[src/rtl/vga_sync_if.sv]
// vga_sync_if: pixel-clock input and raster timing outputs of vga_sync.
// frame_cnt exists only when VGA_SYNC_FRAME_CNT_EN is defined.
interface vga_sync_if #(parameter int CNT_W = 10);
   logic             dclk;
   logic             pix_tick;
   logic [CNT_W-1:0] hcount;
   logic [CNT_W-1:0] vcount;
   logic             hsync;
   logic             vsync;
   logic             video_on;
   logic             line_start;
   logic             frame_start;
`ifdef VGA_SYNC_FRAME_CNT_EN
   logic [7:0]       frame_cnt;
   modport master (input dclk, output pix_tick, hcount, vcount, hsync, vsync, video_on,
                   line_start, frame_start, frame_cnt);
   modport slave (output dclk, input pix_tick, hcount, vcount, hsync, vsync, video_on,
                  line_start, frame_start, frame_cnt);
`else
   modport master (input dclk, output pix_tick, hcount, vcount, hsync, vsync, video_on,
                   line_start, frame_start);
   modport slave (output dclk, input pix_tick, hcount, vcount, hsync, vsync, video_on,
                  line_start, frame_start);
`endif
endinterface

[src/rtl/vga_sync.sv]
// vga_sync: VGA raster timing generator ticking on rising edges of dclk sampled on clk.
// Optional VGA_SYNC_FRAME_CNT_EN adds an 8-bit frame counter output.
module vga_sync #(
   parameter int H_VISIBLE = 640,
   parameter int H_FP      = 16,
   parameter int H_SYNC    = 96,
   parameter int H_BP      = 48,
   parameter int V_VISIBLE = 480,
   parameter int V_FP      = 10,
   parameter int V_SYNC    = 2,
   parameter int V_BP      = 33,
   parameter int SYNC_POL  = 0,
   parameter int CNT_W     = 10
) (
   input logic          clk,
   input logic          reset,
   vga_sync_if.master   bus
);
   localparam logic [CNT_W-1:0] H_MAX = CNT_W'(H_VISIBLE + H_FP + H_SYNC + H_BP - 1);
   localparam logic [CNT_W-1:0] V_MAX = CNT_W'(V_VISIBLE + V_FP + V_SYNC + V_BP - 1);
   localparam logic [CNT_W-1:0] H_VIS = CNT_W'(H_VISIBLE);
   localparam logic [CNT_W-1:0] V_VIS = CNT_W'(V_VISIBLE);
   localparam logic [CNT_W-1:0] H_SS  = CNT_W'(H_VISIBLE + H_FP);
   localparam logic [CNT_W-1:0] H_SE  = CNT_W'(H_VISIBLE + H_FP + H_SYNC);
   localparam logic [CNT_W-1:0] V_SS  = CNT_W'(V_VISIBLE + V_FP);
   localparam logic [CNT_W-1:0] V_SE  = CNT_W'(V_VISIBLE + V_FP + V_SYNC);
   localparam logic             POL   = (SYNC_POL != 0);
   logic             dclk_d, dclk_q, tick, h_wrap;
   logic [CNT_W-1:0] hcount_d, hcount_q, vcount_d, vcount_q;
   logic             hsync_d, hsync_q, vsync_d, vsync_q, video_on_d, video_on_q;
   logic             pix_tick_d, pix_tick_q, line_start_d, line_start_q;
   logic             frame_start_d, frame_start_q;
   always_comb begin
      dclk_d        = bus.dclk;
      tick          = bus.dclk & ~dclk_q;
      h_wrap        = hcount_q == H_MAX;
      hcount_d      = tick ? (h_wrap ? '0 : hcount_q + 1'b1) : hcount_q;
      vcount_d      = (tick && h_wrap) ? ((vcount_q == V_MAX) ? '0 : vcount_q + 1'b1) : vcount_q;
      // levels follow the next counters so they line up with hcount/vcount
      hsync_d       = (hcount_d >= H_SS && hcount_d < H_SE) ? POL : ~POL;
      vsync_d       = (vcount_d >= V_SS && vcount_d < V_SE) ? POL : ~POL;
      video_on_d    = (hcount_d < H_VIS) && (vcount_d < V_VIS);
      pix_tick_d    = tick;
      line_start_d  = tick && (hcount_d == '0);
      frame_start_d = line_start_d && (vcount_d == '0);
   end
   // dclk_q resets high so a dclk already high at release is not a tick
   always_ff @(posedge clk or posedge reset) begin
      if (reset) begin
         dclk_q        <= 1'b1;
         hcount_q      <= H_MAX;
         vcount_q      <= V_MAX;
         hsync_q       <= ~POL;
         vsync_q       <= ~POL;
         video_on_q    <= 1'b0;
         pix_tick_q    <= 1'b0;
         line_start_q  <= 1'b0;
         frame_start_q <= 1'b0;
      end else begin
         dclk_q        <= dclk_d;
         hcount_q      <= hcount_d;
         vcount_q      <= vcount_d;
         hsync_q       <= hsync_d;
         vsync_q       <= vsync_d;
         video_on_q    <= video_on_d;
         pix_tick_q    <= pix_tick_d;
         line_start_q  <= line_start_d;
         frame_start_q <= frame_start_d;
      end
   end
   assign bus.pix_tick    = pix_tick_q;
   assign bus.hcount      = hcount_q;
   assign bus.vcount      = vcount_q;
   assign bus.hsync       = hsync_q;
   assign bus.vsync       = vsync_q;
   assign bus.video_on    = video_on_q;
   assign bus.line_start  = line_start_q;
   assign bus.frame_start = frame_start_q;
`ifdef VGA_SYNC_FRAME_CNT_EN
   logic [7:0] frame_cnt_d, frame_cnt_q;
   always_comb frame_cnt_d = frame_cnt_q + 8'(frame_start_d);
   always_ff @(posedge clk or posedge reset) begin
      if (reset) frame_cnt_q <= 8'd0;
      else frame_cnt_q <= frame_cnt_d;
   end
   assign bus.frame_cnt = frame_cnt_q;
`endif
endmodule

[src/flat_wrapper.sv]
// flat-port wrapper written by rule: the top's interface ports become plain ports
module vga_sync_flat 
#(
   parameter int H_VISIBLE = 640,
   parameter int H_FP      = 16,
   parameter int H_SYNC    = 96,
   parameter int H_BP      = 48,
   parameter int V_VISIBLE = 480,
   parameter int V_FP      = 10,
   parameter int V_SYNC    = 2,
   parameter int V_BP      = 33,
   parameter int SYNC_POL  = 0,
   parameter int CNT_W     = 10
)
  (clk, reset, bus_dclk, bus_pix_tick, bus_hcount, bus_vcount, bus_hsync, bus_vsync, bus_video_on, bus_line_start, bus_frame_start);
  vga_sync_if #(.CNT_W(CNT_W)) bus_i ();
  input logic clk;
  input logic reset;
  input wire logic [$bits(bus_i.dclk)-1:0] bus_dclk;
  output wire logic [$bits(bus_i.pix_tick)-1:0] bus_pix_tick;
  output wire logic [$bits(bus_i.hcount)-1:0] bus_hcount;
  output wire logic [$bits(bus_i.vcount)-1:0] bus_vcount;
  output wire logic [$bits(bus_i.hsync)-1:0] bus_hsync;
  output wire logic [$bits(bus_i.vsync)-1:0] bus_vsync;
  output wire logic [$bits(bus_i.video_on)-1:0] bus_video_on;
  output wire logic [$bits(bus_i.line_start)-1:0] bus_line_start;
  output wire logic [$bits(bus_i.frame_start)-1:0] bus_frame_start;
  assign bus_i.dclk = bus_dclk;
  assign bus_pix_tick = bus_i.pix_tick;
  assign bus_hcount = bus_i.hcount;
  assign bus_vcount = bus_i.vcount;
  assign bus_hsync = bus_i.hsync;
  assign bus_vsync = bus_i.vsync;
  assign bus_video_on = bus_i.video_on;
  assign bus_line_start = bus_i.line_start;
  assign bus_frame_start = bus_i.frame_start;
  vga_sync #(.H_VISIBLE(H_VISIBLE), .H_FP(H_FP), .H_SYNC(H_SYNC), .H_BP(H_BP), .V_VISIBLE(V_VISIBLE), .V_FP(V_FP), .V_SYNC(V_SYNC), .V_BP(V_BP), .SYNC_POL(SYNC_POL), .CNT_W(CNT_W)) u_core (.clk(clk), .reset(reset), .bus(bus_i));
endmodule
[config.mk]
export PLATFORM = sky130hd
export DESIGN_NAME = vga_sync_flat
export DESIGN_NICKNAME = d
export VERILOG_FILES = /design/src/rtl/vga_sync_if.sv /design/src/rtl/vga_sync.sv /design/src/flat_wrapper.sv
export SDC_FILE = /design/constraint.sdc
export NUM_CORES = 1
export LEC_CHECK = 0
export CAP_MARGIN = 20
export CORE_ASPECT_RATIO = 1.25
export CORE_MARGIN = 2
export CORE_UTILIZATION = 50
export DETAILED_ROUTE_END_ITERATION = 10
export GPL_TIMING_DRIVEN = 1
export PLACE_DENSITY_LB_ADDON = 0.05
export REMOVE_ABC_BUFFERS = 1
export SYNTH_ARGS = -nofsm -noshare
export SYNTH_HDL_FRONTEND = slang
export SYNTH_SLANG_ARGS = --single-unit
[constraint.sdc]
create_clock -name clk -period 5.6 [get_ports clk]
set_input_delay 1.12 -clock clk [delete_from_list [all_inputs] [get_ports clk]]
set_output_delay 1.12 -clock clk [all_outputs]
set_load 0.01 [all_outputs]
### Yosys cells after proc, flatten, opt, wreduce, memory -nomap -nowiden

Index checks and enable logic that the tools add are counted.

| storage, ports and cells | value |
|---|---|
| register bits after elaboration | 27 |
| bits of input ports | 3 |
| output and inout bits | 26 |
| word-level logic and storage cells | 35 |

| cells by class | value |
|---|---|
| add/subtract/negate cells | 2 |
| order comparisons | 6 |
| equality and inequality tests | 2 |
| mux-type cells | 6 |
| bitwise gates (word level) | 2 |
| reduce and logical (&&, ||, !) cells | 8 |

Operators by type and width:

| cell | number |
|---|---|
| $mux 10 | 4 |
| $add 10x1->10 const B | 2 |
| $eq 10x10->1 const B | 2 |
| $logic_not 10->1 | 2 |
| $lt 10x10->1 const B | 2 |
| $lt 10x9->1 const B | 2 |
| $ge 10x10->1 const B | 1 |
| $ge 10x9->1 const B | 1 |
| $logic_and 1x1->1 | 6 |
| $mux 1 | 2 |
| $and 1x1->1 | 1 |
| $not 1->1 | 1 |

### Depth between registers and ports, before layout

| depth | value |
|---|---|
| word-level depth | 7 |
| depth in mapped cells | 9 |
| gate-level depth less buffers | 8 |

### Worst setup path before layout

OpenSTA, ideal clock, no wires.

| timing | value |
|---|---|
| kind | in2reg |
| start point | input port bus_dclk |
| end point | register u_core.frame_start_q (netlist: u_core.bus.frame_start) |
| setup time | 0.068 ns |
| arrival time | 2.597 ns |
| data required time | 5.532 ns |
| path slack | 2.935 ns |
| stages on the path | 7 |
| path buffers | 1 |
| cells stage by stage | and4b_1 and4_1 buf_6 nand2_4 or3_1 a2111oi_0 and4b_1 |

| between the ends | value |
|---|---|
| word-level cells in the longest chain between the ends | 5 |
| elaborated cells between the ends (all ways) | 8 |
| those cells by class | mux (2); bitwise (1); reduce/logical (5) |

RTL lines:

| what | line | RTL |
|---|---|---|
| start: declaration | flat_wrapper.sv:19 | `input wire logic [$bits(bus_i.dclk)-1:0] bus_dclk;` |
| $and 1x1->1 (*) | vga_sync.sv:35 | `tick = bus.dclk & ~dclk_q;` |
| $mux 10 / $logic_and 1x1->1 (equally long branches) | vga_sync.sv:37, vga_sync.sv:38 |  |
| $logic_not 10->1 / $mux 10 (equally long branches) | vga_sync.sv:44, vga_sync.sv:38 |  |
| $logic_and 1x1->1 / $logic_not 10->1 (equally long branches) | vga_sync.sv:44, vga_sync.sv:45 |  |
| $logic_and 1x1->1 (*) | vga_sync.sv:45 | `frame_start_d = line_start_d && (vcount_d == '0);` |
| via u_core.frame_start_d | vga_sync.sv:32 | `logic frame_start_d, frame_start_q;` |
| end signal: assignment | vga_sync.sv:68 | `frame_start_q <= frame_start_d;` |
| end: declaration | vga_sync.sv:32 |  |

Mark *: on every way through the listed nets, which the timed path passes. The rest lies on a longest branch.

### Final worst setup path

Ends and elaborated chain as after synthesis.

==> impl_metrics.yaml <==
layout:
  final_cells: 229
  final_nets: 199
  postLayoutCoreUtil_pct: 62.5
  n_fill_cell: 265
  diodes: 0
  drive_above_1_share_pct: 11.5
  area_delta_synth_final_pct: 21.5
clock_network:
  cts_sinks: 27
  cts_hold_buf: 0
  post_cts_buffers: 0
  cts_tree: "yes"
  clk_pin_slew_ns: 0.09
  cts_resized: 0
  cts_max_level: 1
  root_buffer: "clkbuf_8"
  max-clock-path-buffers: 2
  cts_made_buffers: 3
  insertion_delay_ns: 0.26
power:
  irDropWorstVdd_uv: 241
  p_int_mw: 0.370
  leakagePower_nw: 0.812
  switching_share_pct: 31.1
  power.switching_mw: 0.167
  power_density_mw_per_mm2: 274
  p_seq_share_pct: 51.7
  clkPwrFrac_pct: 19.9
  comb_power_share_pct: 28.4
  power_mw: 0.538
floorplanning:
  core_region_area_mm2: 0.00314
  start_util_pct: 51.5
  die_y_um: 67.5
  io_pins: 29
  die_w_um: 54.8
  die-area_mm2: 0.00370
  rows: 23
timing:
  tns_ns: 0
  final-hold-violation-count: 0
  finalWorstSetupSlack_ns: 2.23
  post-route-period-util_pct: 60.1
  worst_pin_slew_ns: 0.666
  slew_violations: 0
  fin_crit_ns: 3.37
  slew_headroom_pct: 55.6
  fin_skew_ns: 0.00439
  rsz0062_at_grt: "false"
  fmax_mhz: 297
  setup-violations-final: 0
detailed_routing:
  drc: 0
  num_vias: 1363
  final_antenna_net_count: 0
  drt-pass1-iter-count: 4
  wl_per_cell_um: 15.3
  via_per_inst: 5.95
  routed_wl_um: 3500
  drt_iter0_markers: 34
critical_path:
  crit_buf_inv: 1
  crit_family: "simple AND/OR/NAND/NOR gates"
  path_class: "input pin to register"
  crit_path_max_fanout: 19
  crit_path_end_kind: "register"
  crit_arrival_ns: 3.57
  critical_path.slowest_cell: "and4_1"
  max_stage_delay_ns: 0.65
  cp_cell_sequence: "clkdlybuf4s50_1 > and4b_1 > and4_1 > nand2_4 > or3_1 > a2111oi_0 > and4b_1"
  cp_common_cell: "and4b_1"
  cp.required_ns: 5.80
  critPathLaunchType: "input pin"
placement:
  gp_congestion: 0.944
  post-place-ws_ns: 1.94
  io_buffers: 28
  hpwl_um: 2610
  place_inst: 224
yosys:
  ys_seq_area_share_pct: 42.8
  syn_avg_cell_area_um2: 9.50
  syn_area_mm2: 0.00162
  synthFlopType: "dfrtp_1"
  ys_types: 44
  synthXorXnorAreaFrac_pct: 9.22
  synth-simple-area-share_pct: 27.0
  async_flop_share_pct: 100
  synth-seq-cells: 27
  synth-compound-area-share_pct: 13.8
  synthMuxAreaShare_pct: 0.620
  synthAdderAreaFrac_pct: 2.32
  synth_edf_count: 0
  yosys.area.top_type: "dfrtp_1"
  synthCells: 170
  synth_top_area_share_pct: 21.7
  yosys_warnings: 0
  synth_top_family_by_area: "simple AND/OR/NAND/NOR gates"
  synthTopCellsByArea: "dfrtp_1, dfstp_2, xnor2_1, nand2_1, xor2_1"
global_route:
  grt_overflow: 0
  grt_usage_pct: 21.1
  grt_pass1_wl_um: 5670
  grt_max_degree: 28
  antenna_found_initial: 0
  grt_pass1_vias: 1264
job:
  drv_cap: 0
run_status:
  outcome: "completed"
min_path:
  worstHoldPathType: "register to register"
[through the flow]
stage / hold WS [ns] / instance area, um^2
2_1_floorplan: 0.512 / 1560
3_3_place_gp: 0.511 / 1890
3_5_place_dp: 0.509 / 1890
4_1_cts: 0.525 / 1930
5_1_grt: 0.546 / 1960
6_report: 0.522 / 1960
[worst paths after layout]
path / start / endpoint / slack (ns) / depth (start not counted)
setup / recovery: bus_dclk / u_core.bus.frame_start / 2.23 / 7
hold / removal: u_core.bus.hcount[2] / u_core.bus.hcount[2] / 0.52 / 1
setup reg to reg: u_core.bus.hcount[0] / u_core.bus.frame_start / 2.72 / 7
hold reg to reg: u_core.bus.hcount[2] / u_core.bus.hcount[2] / 0.52 / 1
max in group asynchronous: reset / u_core.bus.vsync / 4.01 / 3
min in group asynchronous: reset / u_core.bus.vcount[4] / 1.10 / 2
[synth_stat cells, drive strengths merged, types with 6 or more instances]
cell and n:
nand2 20, dfrtp 14, nor2 14, dfstp 13, xnor2 10, o21ai 8
a31oi 7, clkbuf 7, xor2 7, and2 6, nand3 6
[sequential cells by signal, indices dropped and copies added (netlist names)]
name,count
u_core.bus.vcount,10
u_core.bus.line_start,1
u_core.dclk_q,1
u_core.bus.video_on,1
u_core.bus.vsync,1
u_core.bus.hsync,1
u_core.bus.hcount,10
u_core.bus.frame_start,1
u_core.bus.pix_tick,1
[cells by family (layout without fill, tap and decap cells)]
group,after synthesis,after routing
AOI/OAI and AO/OA,32,32
and+or+nand+nor,75,75
muxes,1,1
adders and majority gates,3,3
xor gates and xnor gates,17,17
buffers and inverters,15,37
DFF,27,27
[cells in the final DEF, fill, tap and decap left out, types with 2 or more instances in the layout]
master and count:
clkdlybuf4s50_1 28, nand2_1 19, dfrtp_1 14, nor2_1 13, dfstp_2 13, xnor2_1 10, o21ai_0 8, xor2_1 7
a31oi_1 7, and2_1 6, nand3_1 6, nand4_1 5, nor3_1 5, and3_1 5, inv_1 4, and4b_1 3
and4_1 3, ha_1 3, clkbuf_8 3, o31ai_1 2, a21o_1 2, a22o_1 2, a211o_1 2
[cell type report]
class | count | area (um^2) | share of cell area, %
timing repair buffer | 29 | 308 | 15.7
sequential | 27 | 692 | 35.3
multi-input combinational | 128 | 856 | 43.6
inverter | 4 | 15.0 | 0.765
clock buffer | 4 | 45.0 | 2.30
tap | 37 | 46.3 | 2.36
[power by group through the flow]
stage / Clock (mW) / Sequential, mW / Combinational [mW]
6_report: 0.107 / 0.278 / 0.153
4_1_cts: 0.112 / 0.277 / 0.152
2_1_floorplan: 0 / 0.281 / 0.0783
5_1_grt: 0.120 / 0.283 / 0.167
3_3_place_gp: 0 / 0.279 / 0.148
3_5_place_dp: 0 / 0.280 / 0.150
[layer usage]
metal | GRT usage (%) | share of wire, %
met5 | 0 | 0
met4 | 11.3 | 3.7
met3 | 2.43 | 3.0
met2 | 35.6 | 50
met1 | 25.6 | 43
Power figures use the tool's default switching activity.
